**config.mk**
```make
export PLATFORM = sky130hd
export DESIGN_NAME = spi_master
export DESIGN_NICKNAME = d
export VERILOG_FILES = /design/src/rtl/spi_master.sv
export SDC_FILE = /design/constraint.sdc
export NUM_CORES = 1
export LEC_CHECK = 0
export ABC_CLOCK_PERIOD_IN_PS = 2300
export CELL_PAD_IN_SITES_DETAIL_PLACEMENT = 1
export CELL_PAD_IN_SITES_GLOBAL_PLACEMENT = 1
export CORE_ASPECT_RATIO = 2
export CORE_MARGIN = 2
export CORE_UTILIZATION = 44
export CTS_CLUSTER_DIAMETER = 100
export DETAILED_ROUTE_END_ITERATION = 10
export PLACE_DENSITY_LB_ADDON = 0.1
export SLEW_MARGIN = 20
export SYNTH_ARGS = -nofsm -noshare
export SYNTH_HDL_FRONTEND = slang
export SYNTH_SLANG_ARGS = --single-unit
```
**constraint.sdc**
```tcl
create_clock -name clk -period 2.3 [get_ports clk]
set_input_delay 0.345 -clock clk [delete_from_list [all_inputs] [get_ports clk]]
set_output_delay 0.345 -clock clk [all_outputs]
set_load 0.02 [all_outputs]
```
**src/rtl/spi_master.sv**
```systemverilog
// SPI mode-0 master: one byte per start, LSB first, sampled on rising sck.
// cont holds ss low across bytes so multi-byte frames share one select.
module spi_master #(
    parameter int CLK_DIV = 25,
    localparam int CNT_W = $clog2(CLK_DIV + 1)
) (
    input  logic       clk,
    input  logic       rst,
    input  logic       start,
    input  logic       cont,
    input  logic [7:0] tx_data,
    input  logic       miso,
    output logic       sck,
    output logic       ss,
    output logic       mosi,
    output logic [7:0] rx_data,
    output logic       busy,
    output logic       done
);

    typedef enum logic [2:0] {
        IDLE,
        SETUP,
        LOW,
        HIGH,
        TAIL
    } state_t;

    localparam logic [CNT_W-1:0] PH_LAST = CNT_W'(CLK_DIV - 1);
    localparam logic [CNT_W-1:0] PH_ONE  = CNT_W'(1);

    state_t           state_q;
    logic [CNT_W-1:0] phase_q;
    logic [2:0]       bit_cnt_q;
    logic [7:0]       tx_sh_q;
    logic [7:0]       rx_sh_q;
    logic             cont_q;
    logic             sck_q;
    logic             ss_q;
    logic             mosi_q;
    logic [7:0]       rx_data_q;
    logic             busy_q;
    logic             done_q;

    logic             ph_end;
    logic [2:0]       bit_nxt_d;

    always_comb begin
        ph_end    = (phase_q == PH_LAST);
        bit_nxt_d = bit_cnt_q + 3'd1;
    end

    always_ff @(posedge clk or posedge rst) begin
        if (rst) begin
            state_q   <= IDLE;
            phase_q   <= '0;
            bit_cnt_q <= '0;
            tx_sh_q   <= '0;
            rx_sh_q   <= '0;
            cont_q    <= 1'b0;
            sck_q     <= 1'b0;
            ss_q      <= 1'b1;
            mosi_q    <= 1'b0;
            rx_data_q <= '0;
            busy_q    <= 1'b0;
            done_q    <= 1'b0;
        end else begin
            done_q <= 1'b0;
            unique case (state_q)
                IDLE: begin
                    sck_q <= 1'b0;
                    if (start) begin
                        tx_sh_q   <= tx_data;
                        cont_q    <= cont;
                        bit_cnt_q <= '0;
                        phase_q   <= '0;
                        busy_q    <= 1'b1;
                        ss_q      <= 1'b0;
                        mosi_q    <= tx_data[0];
                        // ss still low from a cont byte: skip the lead time
                        state_q   <= ss_q ? SETUP : LOW;
                    end
                end
                SETUP: begin
                    if (ph_end) begin
                        phase_q <= '0;
                        state_q <= LOW;
                    end else begin
                        phase_q <= phase_q + PH_ONE;
                    end
                end
                LOW: begin
                    if (ph_end) begin
                        phase_q            <= '0;
                        sck_q              <= 1'b1;
                        rx_sh_q[bit_cnt_q] <= miso;
                        state_q            <= HIGH;
                    end else begin
                        phase_q <= phase_q + PH_ONE;
                    end
                end
                HIGH: begin
                    if (ph_end) begin
                        phase_q <= '0;
                        sck_q   <= 1'b0;
                        if (bit_cnt_q == 3'd7) begin
                            state_q <= TAIL;
                        end else begin
                            bit_cnt_q <= bit_nxt_d;
                            mosi_q    <= tx_sh_q[bit_nxt_d];
                            state_q   <= LOW;
                        end
                    end else begin
                        phase_q <= phase_q + PH_ONE;
                    end
                end
                TAIL: begin
                    if (ph_end) begin
                        phase_q   <= '0;
                        rx_data_q <= rx_sh_q;
                        done_q    <= 1'b1;
                        busy_q    <= 1'b0;
                        ss_q      <= ~cont_q;
                        state_q   <= IDLE;
                    end else begin
                        phase_q <= phase_q + PH_ONE;
                    end
                end
                default: begin
                    state_q <= IDLE;
                end
            endcase
        end
    end

    assign sck     = sck_q;
    assign ss      = ss_q;
    assign mosi    = mosi_q;
    assign rx_data = rx_data_q;
    assign busy    = busy_q;
    assign done    = done_q;

endmodule

```
### Yosys cells after proc, flatten, opt, wreduce, memory -nomap -nowiden

Index checks and enable logic that the tools add are counted.

* $add $sub $neg: 2
* multiply operators: 0
* div/mod/pow operators: 0
* $lt $le $gt $ge: 3
* equality and inequality tests: 12
* shifts and indexed selects: 0
* multiplexer cells: 34
* bitwise gates (word level): 1
* reductions and logical operators: 15

Operators by type and width (number)
* $mux 3: 9
* $pmux 3 s5: 1
* $mux 1: 12
* $ne 2x2->1 const B: 6
* $mux 5: 2
* $pmux 5 s2: 1
* $bwmux 8: 1
* $lt 3x4->1 const B: 2
* $reduce_and 2->1: 4
* $eq 3x2->1 const B: 2
* $eq 3x3->1 const B: 2
* $pmux 1 s2: 3
* $pmux 3 s2: 1
* $reduce_and 3->1: 2
* $reduce_bool 2->1: 3
* $add 5x1->5 const B: 1
* $eq 5x5->1 const B: 1
* $reduce_and 5->1: 1
* $reduce_and 4->1: 1
* $reduce_or 4->1: 1
* $add 3x1->3 const B: 1
* $bmux 1 s3: 1
* $demux 1 s3: 1
* $eq 3x1->1 const B: 1
* 7 further kinds: 7

* register bits after elaboration: 41
* latch bits: 0
* bits in writable memories: 0
* memory bits (read-only): 0
* bits of input ports: 13
* output and inout port bits: 13
* memories kept: 0

### Logic depth before layout (Yosys ltp)

Gate-level depths: netlist (run 1).

* word-level depth: 6
* depth in mapped cells: 8
* mapped depth without buffers: 6

### Worst setup path after synthesis (run 1)

No wires, ideal clock.

* path kind: reg-to-reg
* start point: register bit_cnt_q[0]
* end point: register mosi_q (netlist: mosi)
* library setup time: 0.130 ns
* data arrival time: 1.670 ns
* required time: 2.170 ns
* setup slack: 0.500 ns
* cell stages (with the launch flop): 7
* cell sequence: dfrtp_1 > ha_1 > ha_1 > mux4_2 > o22ai_1 > a311o_1 > o211ai_1

* cells in the longest elaborated chain, start to end: 6

RTL lines
* start: declaration: RTL line 34 `logic [2:0] bit_cnt_q;`
* start signal: assignment: RTL line 109 `bit_cnt_q <= bit_nxt_d;`
* $add 3x1->3: RTL line 50 `bit_nxt_d = bit_cnt_q + 3'd1;`
* $bmux 1 s3: RTL line 110 `mosi_q <= tx_sh_q[bit_nxt_d];`
* $mux 1 (not written as such): RTL line 110
* $mux 1: RTL line 106 `if (bit_cnt_q == 3'd7) begin`
* $mux 1: RTL line 103 `if (ph_end) begin`
* $pmux 1 s2: RTL line 69 `unique case (state_q)`
* end signal: assignment: RTL line 79 `mosi_q <= tx_data[0];`
* end signal: assignment: RTL line 110
* end: declaration: RTL line 40 `logic mosi_q;`

Parallel ways exist; a longest one is shown, timed or not. The select of a mux whose other input is x is not followed.
A chain may end at the register's enable or synchronous reset.

### Final worst setup path (run 1)

* start point: register phase_q[0]
* end point: register rx_sh_q[3]

* cells in the longest elaborated chain, start to end: 2

RTL lines
* start: declaration: RTL line 33 `logic [CNT_W-1:0] phase_q;`
* start signal: assignment: RTL line 89 `phase_q <= phase_q + PH_ONE;`
* start signal: assignment: RTL line 99 `phase_q <= phase_q + PH_ONE;`
* start signal: assignment: RTL line 114 `phase_q <= phase_q + PH_ONE;`
* $eq 5x5->1: RTL line 49 `ph_end = (phase_q == PH_LAST);`
* $reduce_and 2->1 (no line)
* end signal: indexed assignment: RTL line 96 `rx_sh_q[bit_cnt_q] <= miso;`
* end: declaration: RTL line 36 `logic [7:0] rx_sh_q;`

Every way passes these cells.

==> results of run 1 <==
[synth_stat cells (4+ instances only)]
| library cell | count | area, um^2 |
|---|---|---|
| nor3_1 | 4 | 20.02 |
| o21ai_0 | 7 | 35.03 |
| dfrtp_1 | 40 | 1001 |
| nand2_1 | 11 | 41.29 |
| mux2_2 | 27 | 304.0 |
| ha_1 | 4 | 50.05 |
| nor2_1 | 11 | 41.29 |
| inv_1 | 6 | 22.52 |
| nand3_1 | 6 | 30.03 |
| buf_2 | 5 | 25.02 |
[flip-flops by register name (all words and copies together) (netlist names)]
signal and count:
busy 1, state_q 3, tx_sh_q 8, cont_q 1, rx_data 8, done 1, mosi 1, rx_sh_q 8
bit_cnt_q 3, sck 1, ss 1, phase_q 5
[per-stage QoR]
step / hold slack (ps) / area [um^2]
after floorplan: 398.5 / 1982
after global placement: 414.6 / 2275
after detailed placement: 434.0 / 2275
after CTS: 445.4 / 2391
after global routing: 472.5 / 2391
final: 442.4 / 2391
[layer usage]
metal  track usage, %  up-vias  wire (um)
met5                0        -          0
met4            9.514        0        129
met3            3.182       12         94
met2            38.66       34       2734
met1            22.30      717       1660
li1                 -      643          -
[cell families (layout without fill, tap and decap cells)]
group,count (synthesis),count (layout)
mux,31,31
flops,41,41
simple gates,52,52
buf+inv,16,44
compound gates,18,18
fa+ha+maj,4,4
xor+xnor,3,3
[report_power, final]
group | switching (mW) | total, mW | internal [mW] | leakage (nW)
Sequential | 0.00809 | 0.743 | 0.735 | 0.533
Clock | 0.240 | 0.593 | 0.354 | 0.0585
Combinational | 0.0288 | 0.0640 | 0.0352 | 0.470
[path summary, 6_finish.rpt]
| kind | startpoint | end | depth (start not counted) |
|---|---|---|---|
| max in group asynchronous | rst | ss$_DFFE_PP1P_ | 3 |
| worst max register to register | phase_q[0]$_DFFE_PP0P_ | rx_sh_q[3]$_DFFE_PP0P_ | 6 |
| worst min register to register | cont_q$_DFFE_PP0P_ | ss$_DFFE_PP1P_ | 1 |
| worst max-delay path | phase_q[0]$_DFFE_PP0P_ | rx_sh_q[3]$_DFFE_PP0P_ | 6 |
| min in group asynchronous | rst | rx_data[0]$_DFFE_PP0P_ | 3 |
| worst min-delay path | cont_q$_DFFE_PP0P_ | ss$_DFFE_PP1P_ | 1 |
[area by class of cell]
class                      count  area, um^2
clock buffer                   7       86.33
sequential                    41        1027
multi-input combinational    108       869.6
inverter                       6       22.52
clock inverter                 1       30.03
fill                         461        1948
tap                           54       67.56
timing repair buffer          30       287.8
==> impl_metrics.ini, run 1 <==
[outcome]
outcome = complete, no violations

[synth]
syn_area_mm2 = 0.001982
syn_nets = 182
yosys.area_share.simple_pct = 15.85
avgSynthCellArea_um2 = 12.01
synth_cells = 165
synth-edff-count = 0
ys_async_sr_fraction_pct = 100.0
synth_seq_cells = 41
synth_compound_gate_area_share_pct = 6.187
yosys.area_share.adder_pct = 2.525
synthXorXnorAreaFrac_pct = 1.326
netlist-cell-type-count = 41
synthFlopType = dfrtp_1
synth_top_family_by_area = multiplexers
yosys-mux-area-fraction_pct = 17.99
yosys_warnings = 0
ys_seq_area_share_pct = 51.83

[route]
post_drt_wl_per_cell_um = 18.70
wl_um = 4618
drc = 0
num_vias = 1406
drt-initial-drc-count = 29
dr.pass1.iters = 4
vias_per_cell = 5.692
ant_nets = 0

[critical_path]
crit_arrival_ps = 2240
path_buf_inv = 1
critPathSlowestCell = and4b_1
path_max_fanout = 10
path_cells = inv_1, ha_1, and4b_1, nand4b_2, nor3b_1, mux2_2
rrSetupSlack_ps = 240
start_kind = flop
cp.required_ps = 2480
endpoint_kind = flop
path_class = reg -> reg
critPathTopFamily = simple AND/OR/NAND/NOR gates
cpPeakStageDelay_ps = 440

[cts]
cts_buffer_depth = 2
cts_resized = 0
cts.htree.levels = 2
clock-root-buffer = clkbuf_8
cts_setup_buffers = 0
tritoncts = built
clock_latency_ps = 290
cts_made_buffers = 5
cts.clk_slew.worst_paths_ps = 80
clock_sinks = 41
hold_buffers = 0

[placed_design]
io_buffers = 25
pre_cts_slack_ps = 202.4
dpl.cell_count = 239
routabilityCongestion = 0.8463
place_hpwl_um = 3320

[timing]
clock_skew_ps = 4.909
hold_viol = 0
setup_tns_ps = 0
setup_viol = 0
slew_viol_final = 0
worst_pin_slew_ps = 529.3
fmax_ghz = 0.4853
worst_slack_ps = 239.2
slew_headroom_pct = 64.72
layout_min_cycle_time_ps = 2061
fin_crit_sh_pct = 89.60
rsz0062_at_grt = no

[power_and_ir_drop]
leakage_nw = 1.062
ir_worst_vdd_v = 0.0005753
finalPower_mw = 1.400
power_density_mw_per_mm2 = 585.7

[floorplanning]
die_w_um = 51.46
coreArea_mm2 = 0.004339
num_rows = 34
initial_core_util_pct = 45.67
pin_count = 26
dieArea_mm2 = 0.005089
die_y_um = 98.91

[finish]
area_growth_pct = 20.64
mostFrequentLayoutCells = dfrtp_1, mux2_2, clkdlybuf4s50_1
fin_util_pct = 55.10
drive_gt1_share_pct = 23.83
nNetsFinal = 209
fin_cells = 247
final_common_cell = dfrtp_1
antenna_cells = 0

[grt]
grt-ovfl-total = 0
grt_antenna_before_repair = 0
grt_use_total_pct = 20.96
grt_pass1_vias = 1571
grt_pass1_wl_um = 7824
grt_max_degree = 42

[min_path]
holdCritPathClass = reg -> reg

[run]
maxCapViolCount = 0
(Power assumes the default switching activity.)
==> run 2: changes to the inputs <==
CTS_CLUSTER_DIAMETER = 50   (was 100)
==> results of run 2 <==
The final DEF is identical to that of run 1; final timing and power are the same.
==> run 3: changes to the inputs <==
CORE_MARGIN = 3   (was 2)
CORE_UTILIZATION = 50   (was 44)
DONT_BUFFER_PORTS = 1   (was default)
==> impl_metrics.ini, run 3 (same netlist as run 1, synthesis figures left out) <==
[power_and_ir_drop]
p_seq_share_pct = 54.2
power_density_mw_per_mm2 = 642.6
comb_power_share_pct = 2.4
sw_frac_of_total_pct = 19.79
switching_power_mw = 0.2720
clockPowerShare_pct = 43.4
p_int_mw = 1.102
ir_worst_vdd_v = 0.0005124
leakage_nw = 0.9677

[timing]
layout_min_cycle_time_ps = 2110
clock_skew_ps = 6.515
setup_viol = 0
fmax_ghz = 0.4739
setup_tns_ps = 0
worst_pin_slew_ps = 498.6
rsz0062_at_grt = no
slew_headroom_pct = 66.76
slew_viol_final = 0
fin_crit_sh_pct = 91.75
hold_viol = 0

[finish]
mostFrequentLayoutCells = dfrtp_1, mux2_2, nand2_1, nor2_1, o21ai_0
drive_gt1_share_pct = 27.98
area_growth_pct = 7.891
final_area_mm2 = 0.002138
nNetsFinal = 184
final_common_cell = dfrtp_1
antenna_cells = 0

[critical_path]
start_kind = flop
endpoint_kind = flop
path_class = reg -> reg
path_max_fanout = 10
cp.required_ps = 2460
crit_arrival_ps = 2270
reg2reg_from = bit_cnt_q[1]$_DFFE_PP0P_
rr_worst_depth = 6
rrSetupSlack_ps = 190
critical_path.endpoint = mosi$_DFFE_PP0P_
setup.worst_path.start = bit_cnt_q[1]$_DFFE_PP0P_
regToRegEndpoint = mosi$_DFFE_PP0P_

[grt]
grt-ovfl-total = 0
grt_pass1_vias = 1511
grt_pass1_wl_um = 7279
grt_use_total_pct = 20.46
grt_antenna_before_repair = 0
grt_max_degree = 42

[cts]
cts_resized = 0
cts_made_buffers = 5
cts.htree.levels = 2
cts_buffer_depth = 2
cts.clk_slew.worst_paths_ps = 80
tritoncts = built
cts_setup_buffers = 0
hold_buffers = 0
clock_latency_ps = 290
clock-root-buffer = clkbuf_8
clock_sinks = 41

[run]
maxCapViolCount = 0

[floorplanning]
coreArea_mm2 = 0.003724
die_y_um = 95.04
num_rows = 31
die_w_um = 50.52
dieArea_mm2 = 0.004801
initial_core_util_pct = 53.23
pin_count = 26

[route]
wl_um = 4125
dr.pass1.iters = 4
num_vias = 1282
vias_per_cell = 5.908
ant_nets = 0
post_drt_wl_per_cell_um = 19.01
drt-initial-drc-count = 6
drc = 0

[placed_design]
io_buffers = 0
place_area_mm2 = 0.002018
place_hpwl_um = 2972
routabilityCongestion = 0.8029

[min_path]
holdCritPathClass = in -> async

[outcome]
outcome = complete, no violations
-- run 3: power by group through the flow --
stage / registers, mW / clock network (mW) / logic [mW]
6_report: 0.745 / 0.596 / 0.0333
5_1_grt: 0.747 / 0.650 / 0.0387
4_1_cts: 0.745 / 0.616 / 0.0350
3_5_place_dp: 0.759 / 0 / 0.0348
3_3_place_gp: 0.758 / 0 / 0.0332
2_1_floorplan: 0.756 / 0 / 0.0273
-- run 3: critical path, stage by stage, from the launching register on --
cell and delay (ps):
dfrtp_1 490, ha_1 230, ha_1 380, mux4_2 520, o22ai_1 140, a311o_1 130
o211ai_1 90
-- run 3: area by class of cell --
cell class	instances	area [um^2]
well taps	49	61.31
clock buffers	6	82.58
clock inverters	2	37.54
inverters	6	22.52
fillers	417	1585
flip-flops and latches	41	1027
multi-input cells	108	869.6
repair buffers	5	37.54
-- run 3: worst min path at each step --
stage                       start                endpoint  slack (ps)
3_5_place_dp                  rst  tx_sh_q[7]$_DFFE_PP0P_         400
5_1_grt                       rst  tx_sh_q[7]$_DFFE_PP0P_         110
6_report                      rst  tx_sh_q[4]$_DFFE_PP0P_          70
2_1_floorplan  cont_q$_DFFE_PP0P_          ss$_DFFE_PP1P_         400
3_3_place_gp                  rst  tx_sh_q[7]$_DFFE_PP0P_         380
4_1_cts                       rst  tx_sh_q[7]$_DFFE_PP0P_          80
-- run 3: stage by stage --
stage	power (mW)	hold slack (ps)	utilization, %	setup WS (ps)	instances
after CTS	1.396	78.03	57.43	173.9	217
final	1.374	67.68	57.43	189.7	217
after global routing	1.436	109.2	57.43	73.04	217
after global placement	0.7912	379.3	54.20	285.4	209
after floorplan	0.7835	398.5	-	499.7	165
after detailed placement	0.7942	396.2	54.20	223.2	209
-- run 3: metal layers --
layer / vias to the layer above / part of all wire [%] / GRT usage, %
met5: - / 0 / 0
li1: 587 / - / -
met3: 11 / 3.2 / 3.912
met4: 0 / 3.4 / 10.79
met2: 27 / 57 / 37.55
met1: 657 / 36 / 21.43
